===== config.mk =====
export PLATFORM = sky130hd
export DESIGN_NAME = if_id_buf
export DESIGN_NICKNAME = d
export VERILOG_FILES = /design/src/rtl/if_id_buf_pkg.sv /design/src/rtl/if_id_buf_fifo.sv /design/src/rtl/if_id_buf.sv
export SDC_FILE = /design/constraint.sdc
export NUM_CORES = 1
export LEC_CHECK = 0
export ABC_CLOCK_PERIOD_IN_PS = 6000
export CAP_MARGIN = 20
export CORE_MARGIN = 1.5
export CORE_UTILIZATION = 35
export CTS_CLUSTER_SIZE = 10
export DETAILED_ROUTE_END_ITERATION = 10
export PLACE_DENSITY_LB_ADDON = 0.1
export SLEW_MARGIN = 20
export SYNTH_ARGS = -nofsm -noshare
export SYNTH_HDL_FRONTEND = slang
export SYNTH_SLANG_ARGS = --single-unit

===== constraint.sdc =====
create_clock -name clk -period 6 [get_ports clk]
set_input_delay 1.8 -clock clk [delete_from_list [all_inputs] [get_ports clk]]
set_output_delay 1.8 -clock clk [all_outputs]
set_load 0.1 [all_outputs]

===== src/rtl/if_id_buf_pkg.sv =====
// Shared constants and types for the IF/ID buffer slice.
// These values stand in for the processor-wide defines (InstAddrBus, InstBus, ZeroWord, RstEnable, NOP_INST, ChipEnable).
package if_id_buf_pkg;

    localparam int          INST_ADDR_BUS = 32;
    localparam int          INST_BUS      = 32;
    localparam logic [31:0] ZERO_WORD     = 32'h0000_0000;
    localparam logic [31:0] NOP_INST      = 32'h0000_0000;
    localparam logic        RST_ENABLE    = 1'b1;
    localparam logic        CHIP_ENABLE   = 1'b1;
    localparam logic        CHIP_DISABLE  = 1'b0;

    // Source of the next IF/ID register contents.
    typedef enum logic [1:0] {
        ID_LOAD_HOLD,
        ID_LOAD_HEAD,
        ID_LOAD_BYPASS,
        ID_LOAD_EMPTY
    } id_load_e;

endpackage


===== src/rtl/if_id_buf_fifo.sv =====
// In-order ring buffer holding fetched {pc, inst} entries between fetch and the IF/ID register.
// Pointers wrap naturally because DEPTH is a power of two.
module if_fifo
    import if_id_buf_pkg::*;
#(
    parameter  int DEPTH = 2,
    parameter  int WIDTH = 64,
    localparam int PTR_W = $clog2(DEPTH),
    localparam int CNT_W = PTR_W + 1
) (
    input  logic             clk,
    input  logic             rst,
    input  logic             push_i,
    input  logic             pop_i,
    input  logic             clear_i,
    input  logic [WIDTH-1:0] wdata_i,
    output logic [WIDTH-1:0] rdata_o,
    output logic             full_o,
    output logic             empty_o
);

    logic [WIDTH-1:0] mem_q [DEPTH];
    logic [PTR_W-1:0] wrPtr_q, wrPtr_d;
    logic [PTR_W-1:0] rdPtr_q, rdPtr_d;
    logic [CNT_W-1:0] count_q, count_d;
    logic             doPush;
    logic             doPop;

    assign full_o  = (count_q == CNT_W'(DEPTH));
    assign empty_o = (count_q == '0);
    assign rdata_o = mem_q[rdPtr_q];

    assign doPush = push_i && !full_o && !clear_i;
    assign doPop  = pop_i && !empty_o && !clear_i;

    always_comb begin
        wrPtr_d = wrPtr_q;
        rdPtr_d = rdPtr_q;
        count_d = count_q;
        if (clear_i) begin
            wrPtr_d = '0;
            rdPtr_d = '0;
            count_d = '0;
        end else begin
            if (doPush) begin
                wrPtr_d = wrPtr_q + PTR_W'(1);
            end
            if (doPop) begin
                rdPtr_d = rdPtr_q + PTR_W'(1);
            end
            count_d = count_q + CNT_W'(doPush) - CNT_W'(doPop);
        end
    end

    always_ff @(posedge clk) begin
        if (rst == RST_ENABLE) begin
            wrPtr_q <= '0;
            rdPtr_q <= '0;
            count_q <= '0;
        end else begin
            wrPtr_q <= wrPtr_d;
            rdPtr_q <= rdPtr_d;
            count_q <= count_d;
        end
    end

    // Storage carries no reset; an entry is only ever read after it has been written.
    always_ff @(posedge clk) begin
        if (doPush && (rst != RST_ENABLE)) begin
            mem_q[wrPtr_q] <= wdata_i;
        end
    end

endmodule


===== src/rtl/if_id_buf.sv =====
// Fetch-to-decode buffer: queues fetched {pc, inst} pairs and presents them in a registered IF/ID stage.
// Define IF_ID_PERF_EN to add the perf_stall_cnt / perf_bubble_cnt counters.
module if_id_buf
    import if_id_buf_pkg::*;
#(
    parameter int DEPTH  = 2,
    parameter int ADDR_W = INST_ADDR_BUS,
    parameter int INST_W = INST_BUS
) (
    input  logic              clk,
    input  logic              rst,
    input  logic [ADDR_W-1:0] if_pc,
    input  logic [INST_W-1:0] if_inst,
    input  logic              if_valid,
    output logic              if_ready,
    input  logic              stall_id,
    input  logic              flush,
    output logic [ADDR_W-1:0] id_pc,
    output logic [INST_W-1:0] id_inst,
    output logic              id_valid
`ifdef IF_ID_PERF_EN
    ,
    output logic [31:0]       perf_stall_cnt,
    output logic [31:0]       perf_bubble_cnt
`endif
);

    localparam int ENTRY_W = ADDR_W + INST_W;

    logic               push;
    logic               fifoPush;
    logic               fifoPop;
    logic               fifoClear;
    logic               fifoFull;
    logic               fifoEmpty;
    logic [ENTRY_W-1:0] fifoHead;
    logic               advanceBubble;
    id_load_e           loadSel;

    logic [ADDR_W-1:0]  idPc_q, idPc_d;
    logic [INST_W-1:0]  idInst_q, idInst_d;
    logic               idValid_q, idValid_d;

    // Ready depends only on registered occupancy, so stall/flush never reach fetch combinationally.
    assign if_ready = (rst != RST_ENABLE) && !fifoFull;
    assign push     = if_valid && if_ready;

    if_fifo #(
        .DEPTH (DEPTH),
        .WIDTH (ENTRY_W)
    ) u_fifo (
        .clk     (clk),
        .rst     (rst),
        .push_i  (fifoPush),
        .pop_i   (fifoPop),
        .clear_i (fifoClear),
        .wdata_i ({if_pc, if_inst}),
        .rdata_o (fifoHead),
        .full_o  (fifoFull),
        .empty_o (fifoEmpty)
    );

    // Flush beats stall; with nothing queued a fresh fetch bypasses straight into the output stage.
    always_comb begin
        loadSel       = ID_LOAD_HOLD;
        fifoPush      = 1'b0;
        fifoPop       = 1'b0;
        fifoClear     = 1'b0;
        advanceBubble = 1'b0;
        if (flush) begin
            fifoClear = 1'b1;
            loadSel   = ID_LOAD_EMPTY;
        end else if (stall_id) begin
            fifoPush = push;
        end else if (!fifoEmpty) begin
            loadSel  = ID_LOAD_HEAD;
            fifoPop  = 1'b1;
            fifoPush = push;
        end else if (push) begin
            loadSel = ID_LOAD_BYPASS;
        end else begin
            loadSel       = ID_LOAD_EMPTY;
            advanceBubble = 1'b1;
        end
    end

    always_comb begin
        idPc_d    = idPc_q;
        idInst_d  = idInst_q;
        idValid_d = idValid_q;
        unique case (loadSel)
            ID_LOAD_HOLD: begin
                idPc_d    = idPc_q;
                idInst_d  = idInst_q;
                idValid_d = idValid_q;
            end
            ID_LOAD_HEAD: begin
                {idPc_d, idInst_d} = fifoHead;
                idValid_d          = 1'b1;
            end
            ID_LOAD_BYPASS: begin
                idPc_d    = if_pc;
                idInst_d  = if_inst;
                idValid_d = 1'b1;
            end
            default: begin
                idPc_d    = ADDR_W'(ZERO_WORD);
                idInst_d  = INST_W'(NOP_INST);
                idValid_d = 1'b0;
            end
        endcase
    end

    always_ff @(posedge clk) begin
        if (rst == RST_ENABLE) begin
            idPc_q    <= ADDR_W'(ZERO_WORD);
            idInst_q  <= INST_W'(NOP_INST);
            idValid_q <= 1'b0;
        end else begin
            idPc_q    <= idPc_d;
            idInst_q  <= idInst_d;
            idValid_q <= idValid_d;
        end
    end

    assign id_pc    = idPc_q;
    assign id_inst  = idInst_q;
    assign id_valid = idValid_q;

`ifdef IF_ID_PERF_EN
    logic [31:0] perfStall_q, perfStall_d;
    logic [31:0] perfBubble_q, perfBubble_d;

    // Counters survive flush; only reset clears them, and they wrap silently.
    always_comb begin
        perfStall_d  = perfStall_q;
        perfBubble_d = perfBubble_q;
        if (stall_id && idValid_q) begin
            perfStall_d = perfStall_q + 32'd1;
        end
        if (advanceBubble) begin
            perfBubble_d = perfBubble_q + 32'd1;
        end
    end

    always_ff @(posedge clk) begin
        if (rst == RST_ENABLE) begin
            perfStall_q  <= '0;
            perfBubble_q <= '0;
        end else begin
            perfStall_q  <= perfStall_d;
            perfBubble_q <= perfBubble_d;
        end
    end

    assign perf_stall_cnt  = perfStall_q;
    assign perf_bubble_cnt = perfBubble_q;
`endif

endmodule

After elaboration in Yosys (flattened, before gate mapping) --
Memories as Yosys holds them, arrays and structs flattened. A register that Yosys moved wholly into a read port is not among the register bits. Index checks and enable logic that the tools add are counted. W data, S select, Z words.
Storage, ports and cells: logic and storage cells 47, bits in registers 69, RAM bits 128, input port bits 69, output and inout bits 66, memories 1
Memory list:
- u_fifo.mem_q | depth 2, bits a word 64, rd ports 1, clocked after Yosys merged registers in 1, write ports 1, RTL line if_id_buf_fifo.sv:22 | logic [WIDTH-1:0] mem_q [DEPTH];
Cells by class: bitwise gates (word level) 1, muxes and demuxes 18, equality and inequality tests 3, add/subtract/negate cells 4, reduce and logical (&&, ||, !) cells 14
Operators by type and width (number):
- $pmux W32 S3 | 2
- $mux W1 | 12
- $logic_and A1 B1 Y1 | 7
- $mux W2 | 3
- $eq A2 B2 Y1 const B | 2
- $logic_not A2 Y1 | 2
- $reduce_or A2 Y1 | 2
- $logic_not A1 Y1 | 3
- $add A1 B1 Y1 const B | 2
- $add A2 B1 Y2 | 1
- $eq A2 B1 Y1 const B | 1
- $pmux W1 S2 | 1
- $sub A2 B1 Y2 | 1
- $not A1 Y1 | 1

Logic depth before layout (Yosys ltp) --
word-level depth 12, mapped depth 10, gate-level depth less buffers 7

Cells and area by module --
From an unflattened synthesis, not the netlist that was laid out.
Unflattened totals: cell total of the unflattened synthesis 466, area, all modules 8237.9 µm²
By module, submodules not included:
- if_fifo | cells each 227, instances 1, area each 5167.5 µm², sequential area each 3943.8 µm²
- if_id_buf | cells each 239, instances 1, area each 3070.4 µm², sequential area each 1301.2 µm²

Worst setup path after synthesis --
No wires, ideal clock.
kind input port to flip-flop, start input port rst, end memory u_fifo.mem_q[0][0] (enable), stages 4, arrival time 5.100 ns, buffers on the path 1, path slack 0.413 ns, cell sequence buf_4 > nor3b_1 > o21ai_0 > nor2_1
Between the ends: cells in the longest elaborated chain, start to end 11
Ends and longest elaborated chain:
- start, declared | RTL line if_id_buf.sv:11 | input logic rst,
- $not A1 Y1 (*) | RTL line if_id_buf_fifo.sv:69, if_id_buf.sv:45
- $logic_and A1 B1 Y1 | RTL line if_id_buf.sv:45 | assign if_ready = (rst != RST_ENABLE) && !fifoFull;
- $logic_and A1 B1 Y1 | RTL line if_id_buf.sv:46 | assign push = if_valid && if_ready;
- $mux W1 | RTL line if_id_buf.sv:75 | end else if (!fifoEmpty) begin
- $mux W1 | RTL line if_id_buf.sv:73 | end else if (stall_id) begin
- $mux W1 | RTL line if_id_buf.sv:70 | if (flush) begin
- $logic_and A1 B1 Y1 (2 in series) | RTL line if_id_buf_fifo.sv:33 | assign doPush = push_i && !full_o && !clear_i;
- $logic_and A1 B1 Y1 (*) | RTL line if_id_buf_fifo.sv:69 | if (doPush && (rst != RST_ENABLE)) begin
- $mux W1 (*) | RTL line if_id_buf_fifo.sv:69
- $mux W1 (implied by the code) (*) | RTL line if_id_buf_fifo.sv:70 | mem_q[wrPtr_q] <= wdata_i;
- end, declared | RTL line if_id_buf_fifo.sv:22
Every way passes the cells marked *; elsewhere a longest branch is shown, timed or not.

Worst setup path in the final report --
start input port rst, end output port if_ready
Between the ends: cells in the longest elaborated chain, start to end 2
Ends and longest elaborated chain:
- $not A1 Y1 | RTL line if_id_buf.sv:45
- $logic_and A1 B1 Y1 | RTL line if_id_buf.sv:45
- end, declared | RTL line if_id_buf.sv:15 | output logic if_ready,
No other way between the ends.

==> impl_summary.txt <==
----------------------------------------------------
[Drt]
  Number of detailed-route iterations in the first pass ... 4
  Total Wirelength ... 16900 um
  Number of DRC markers after the initial detailed-route iteration ... 212
  Post-detailed-route DRC marker count ... 0
  Overall via count from detail_route ... between 4000 and 5000
  Per-cell routed wire length ... around 19 um
  Antenna Nets Post-Route ... 0
  Via-per-instance ratio ... roughly 5.2

[Placement]
  Placer Congestion ... between 0.7 and 0.8
  Post-placement cell area ... 8810 um2
  Total of buffers placed on input and output ports ... between 100 and 150
  HPWL after detailed placement ... 9810 um

[Finish]
  Finished Cell Area ... about 9400 um2
  Antenna fix cells ... 0
  Number of fill cells ... about 1800
  Layout area overhead ... 27.8%
  Share of post-route cells with drive strength above 1 ... around 7.9%
  Final net count ... approximately 670

[STA]
  Post-Route Setup TNS ... 0 ns
  Post-route clock period utilization ... 79.2%
  Final worst path period need ... ~4.8 ns
  Slew at the pin closest to its max-slew limit ... 1.03 ns
  Clock skew ... around 0.0075 ns
  Setup violations, final ... 0
  Post-route worst hold slack ... between 0.4 and 0.5 ns
  RSZ-0062 raised after global routing ... no
  Max-slew violations ... 0
  Final count of hold timing violations ... 0
  Worst slew margin relative to its limit ... a little under a third
  Timing-limited maximum frequency ... between 200 and 250 MHz

[Worst hold path]
  Worst Hold Class ... reg -> reg
  Beginning of the worst hold path ... id_pc[9]

[Floorplan]
  Placeable core region ... around 20000 um2
  Io pins ... between 100 and 150
  Die W ... ~150 um
  Core Rows ... 52
  Initial Utilization ... 36.0%
  Die Outline Area ... about 22000 um2
  Die Y-Extent ... 148 um

[Synthesis]
  Syn nets ... 539
  Portion of the post-synthesis area used by sequential elements ... a little under three quarters
  Post-synth cell types ... 29
  Post-synth design cell area ... between 7000 and 8000 um2
  Gate count of the mapped netlist ... ~470
  Synthesis-stage register bit count ... about 200
  Count of warnings emitted by yosys ... 0
  Mean instance size in the synthesized netlist ... ~16 um2

[Global route]
  Pin count of the biggest net entering global routing ... 54
  GR Util All Layers ... between 10% and 20%
  Number of global-route vias before repair ... roughly 4800
  Grt total ovfl ... 0
  Wire length of the first global-routing pass ... around 26000 um
  Number of antenna violations at the first check in global routing ... 0

[Worst setup path]
  Kind of cell with the highest combined delay on the critical path ... buffers and inverters
  Critical path's largest stage delay ... approximately 0.60 ns
  Worst setup path class ... in -> out
  Kind of start point of the critical path ... input port
  Launch point of the worst path ... rst
  Beginning of the worst register-to-register path ... u_fifo.count_q[0]
  Data required time of the critical path ... roughly 4.2 ns
  Biggest fanout along the worst timing path ... 10
  Number of buffer and inverter instances along the worst setup path ... 2
  Sequence of cells on the critical path ... clkdlybuf4s50_1 -> a21oi_1 -> buf_4
  Kind of end point of the critical path ... primary output
  Crit path max-delay cell type ... sky130_fd_sc_hd__clkdlybuf4s50_1
  Critical Path AT ... slightly below 3 ns

[CTS]
  Total clock sinks ... approximately 200
  Hold buffers post-CTS ... 0
  H-tree depth reported by CTS ... 4
  Deepest clock path buffer count ... 2
  Resize count post-CTS ... 0
  Number of buffers added for setup after CTS ... 0
  Insertion delay of the later-clocked pin in the worst-skew pair ... roughly 0.42 ns
  Num CTS Buffers ... 17
  CTS tree ... built
  Clk slew on worst S/H paths ... 0.07 ns
  Cell chosen for the clock root ... sky130_fd_sc_hd__clkbuf_16

[Power]
  Fraction of power spent switching nets ... roughly 24%
  Combinational group share of total power ... 9.7%
  Total Power ... 0.00284 W
  Lkg Pwr ... about 2.9 nW
  Internal ... approximately 0.0022 W
  Power per Cell Area ... 303 nW/um2
  Share of power burned in registers ... 52.3%
  Part of the power in the clock network ... about 38%
  Worst IR drop on VDD ... 168 uV
  Switch Pwr ... between 0.0006 and 0.0007 W

[Outcome]
  Outcome ... finished clean

[Job]
  Count of max-cap constraint violations ... 0

----------------------------------------------------
-- per-stage QoR --
stage | util [%] | cells | setup WS, ns
floorplan | - | 467 | 0.413
global placement | 43.3 | 845 | 1.29
detailed placement | 43.3 | 845 | 1.26
CTS | 46.0 | 877 | 1.25
global route | 46.0 | 877 | 1.19
finish | 46.0 | 877 | 1.25
-- worst reg2reg max path, stage by stage, from the launching register on --
cell                      delay, ns
sky130_fd_sc_hd__dfxtp_1       0.35
sky130_fd_sc_hd__nor2_1        0.19
sky130_fd_sc_hd__a31oi_1       0.11
sky130_fd_sc_hd__nor2_1        0.16
sky130_fd_sc_hd__ha_2          0.33
sky130_fd_sc_hd__nor3b_4       0.19
sky130_fd_sc_hd__buf_4         0.33
sky130_fd_sc_hd__nand2_2       0.32
sky130_fd_sc_hd__buf_12        0.30
sky130_fd_sc_hd__o21ai_1       0.20
-- synth_stat cells --
cell type                  number  area share [%]
sky130_fd_sc_hd__nand2b_4       1            0.19
sky130_fd_sc_hd__nand2_1        1           0.051
sky130_fd_sc_hd__o21ai_0        6            0.41
sky130_fd_sc_hd__buf_8          6             1.2
sky130_fd_sc_hd__nor2_1         7            0.36
sky130_fd_sc_hd__nor3_1         5            0.34
sky130_fd_sc_hd__a21oi_1        2            0.14
sky130_fd_sc_hd__nor3b_4        1            0.26
sky130_fd_sc_hd__nor3b_1        2            0.20
sky130_fd_sc_hd__buf_2         21             1.4
sky130_fd_sc_hd__and2_1         1           0.085
sky130_fd_sc_hd__clkbuf_8       6             1.1
sky130_fd_sc_hd__or2_2          1           0.085
sky130_fd_sc_hd__a31oi_1        2            0.17
sky130_fd_sc_hd__o21ai_1       60             4.1
sky130_fd_sc_hd__dfxtp_1       70              19
sky130_fd_sc_hd__nand3_1        1           0.068
sky130_fd_sc_hd__nor2b_1        1           0.085
sky130_fd_sc_hd__buf_6          2            0.31
sky130_fd_sc_hd__inv_1          6            0.31
sky130_fd_sc_hd__ha_1           3            0.51
sky130_fd_sc_hd__a32oi_1       63             7.5
sky130_fd_sc_hd__xnor2_1        3            0.36
sky130_fd_sc_hd__mux2i_1       64             8.7
sky130_fd_sc_hd__a211oi_1       1            0.10
sky130_fd_sc_hd__buf_4          1            0.10
sky130_fd_sc_hd__o211ai_1       1            0.10
sky130_fd_sc_hd__edfxtp_1     128              52
sky130_fd_sc_hd__nand2_2        1           0.085
-- cell families (layout without fill, tap and decap cells) --
logic type      count (synthesis)  count (layout)  share of synthesized area, %
compound gates                135             135                          12.5
flops                         198             198                          71.5
xor+xnor                        3               3                         0.358
fa+ha+maj                       3               3                         0.512
buf+inv                        42             182                          4.51
simple gates                   22              22                          1.81
mux                            64              64                          8.74
-- cell usage in the layout, fill, tap and decap left out, drive strengths merged, types with 2 or more instances in the layout --
cell type,Yosys,final
o21ai,66,66
xnor2,3,3
dfxtp,70,70
clkinv,0,5
edfxtp,128,128
clkbuf,6,22
clkinvlp,0,2
a32oi,63,63
clkdlybuf4s50,0,133
nor3b,3,3
ha,3,3
nand2,2,2
buf,30,11
a21oi,2,2
mux2i,64,64
inv,6,8
nor2,7,7
a31oi,2,2
nor3,5,5
-- power by group through the flow --
stage | Combinational [W] | Clock (W) | Sequential, W
2_1_floorplan | 0.0000711 | 0 | 0.00162
3_3_place_gp | 0.000273 | 0 | 0.00152
3_5_place_dp | 0.000277 | 0 | 0.00152
4_1_cts | 0.000277 | 0.00110 | 0.00149
5_1_grt | 0.000288 | 0.00116 | 0.00149
6_report | 0.000276 | 0.00108 | 0.00149
-- final timing paths --
kind | endpoint | slack, ns | cells after the start
setup / recovery | if_ready | 1.25 | 3
hold / removal | id_pc[9] | 0.47 | 2
hold reg to reg | id_pc[9] | 0.47 | 2
setup reg to reg | id_pc[19] | 3.46 | 9
-- flip-flops by register name (all words and copies together) (netlist names), named ones only --
signal and cells:
u_fifo.rdPtr_q 1, u_fifo.mem_q 128, id_valid 1, u_fifo.count_q 2, id_inst 32, id_pc 32
u_fifo.wrPtr_q 1
-- routing by layer --
metal  wire length, um  track usage [%]  part of all wire [%]  vias up
met4               280             5.55                   1.7        0
li1                  -                -                     -     2111
met1              7840             21.2                    47     2273
met5                 0                0                     0        -
met3               731             3.52                   4.3       20
met2              8000             25.8                    47      118
-- final cells by class --
cell class / count / area [um2] / area share [%]
sequential: 198 / 5250 / 56.0
multi-input combinational: 227 / 1780 / 18.9
timing repair buffer: 144 / 1430 / 15.2
clock buffer: 22 / 464 / 4.95
tap: 270 / 338 / 3.60
clock inverter: 10 / 97.6 / 1.04
inverter: 6 / 22.5 / 0.240
Note: power is estimated with default switching activity, not from simulation.
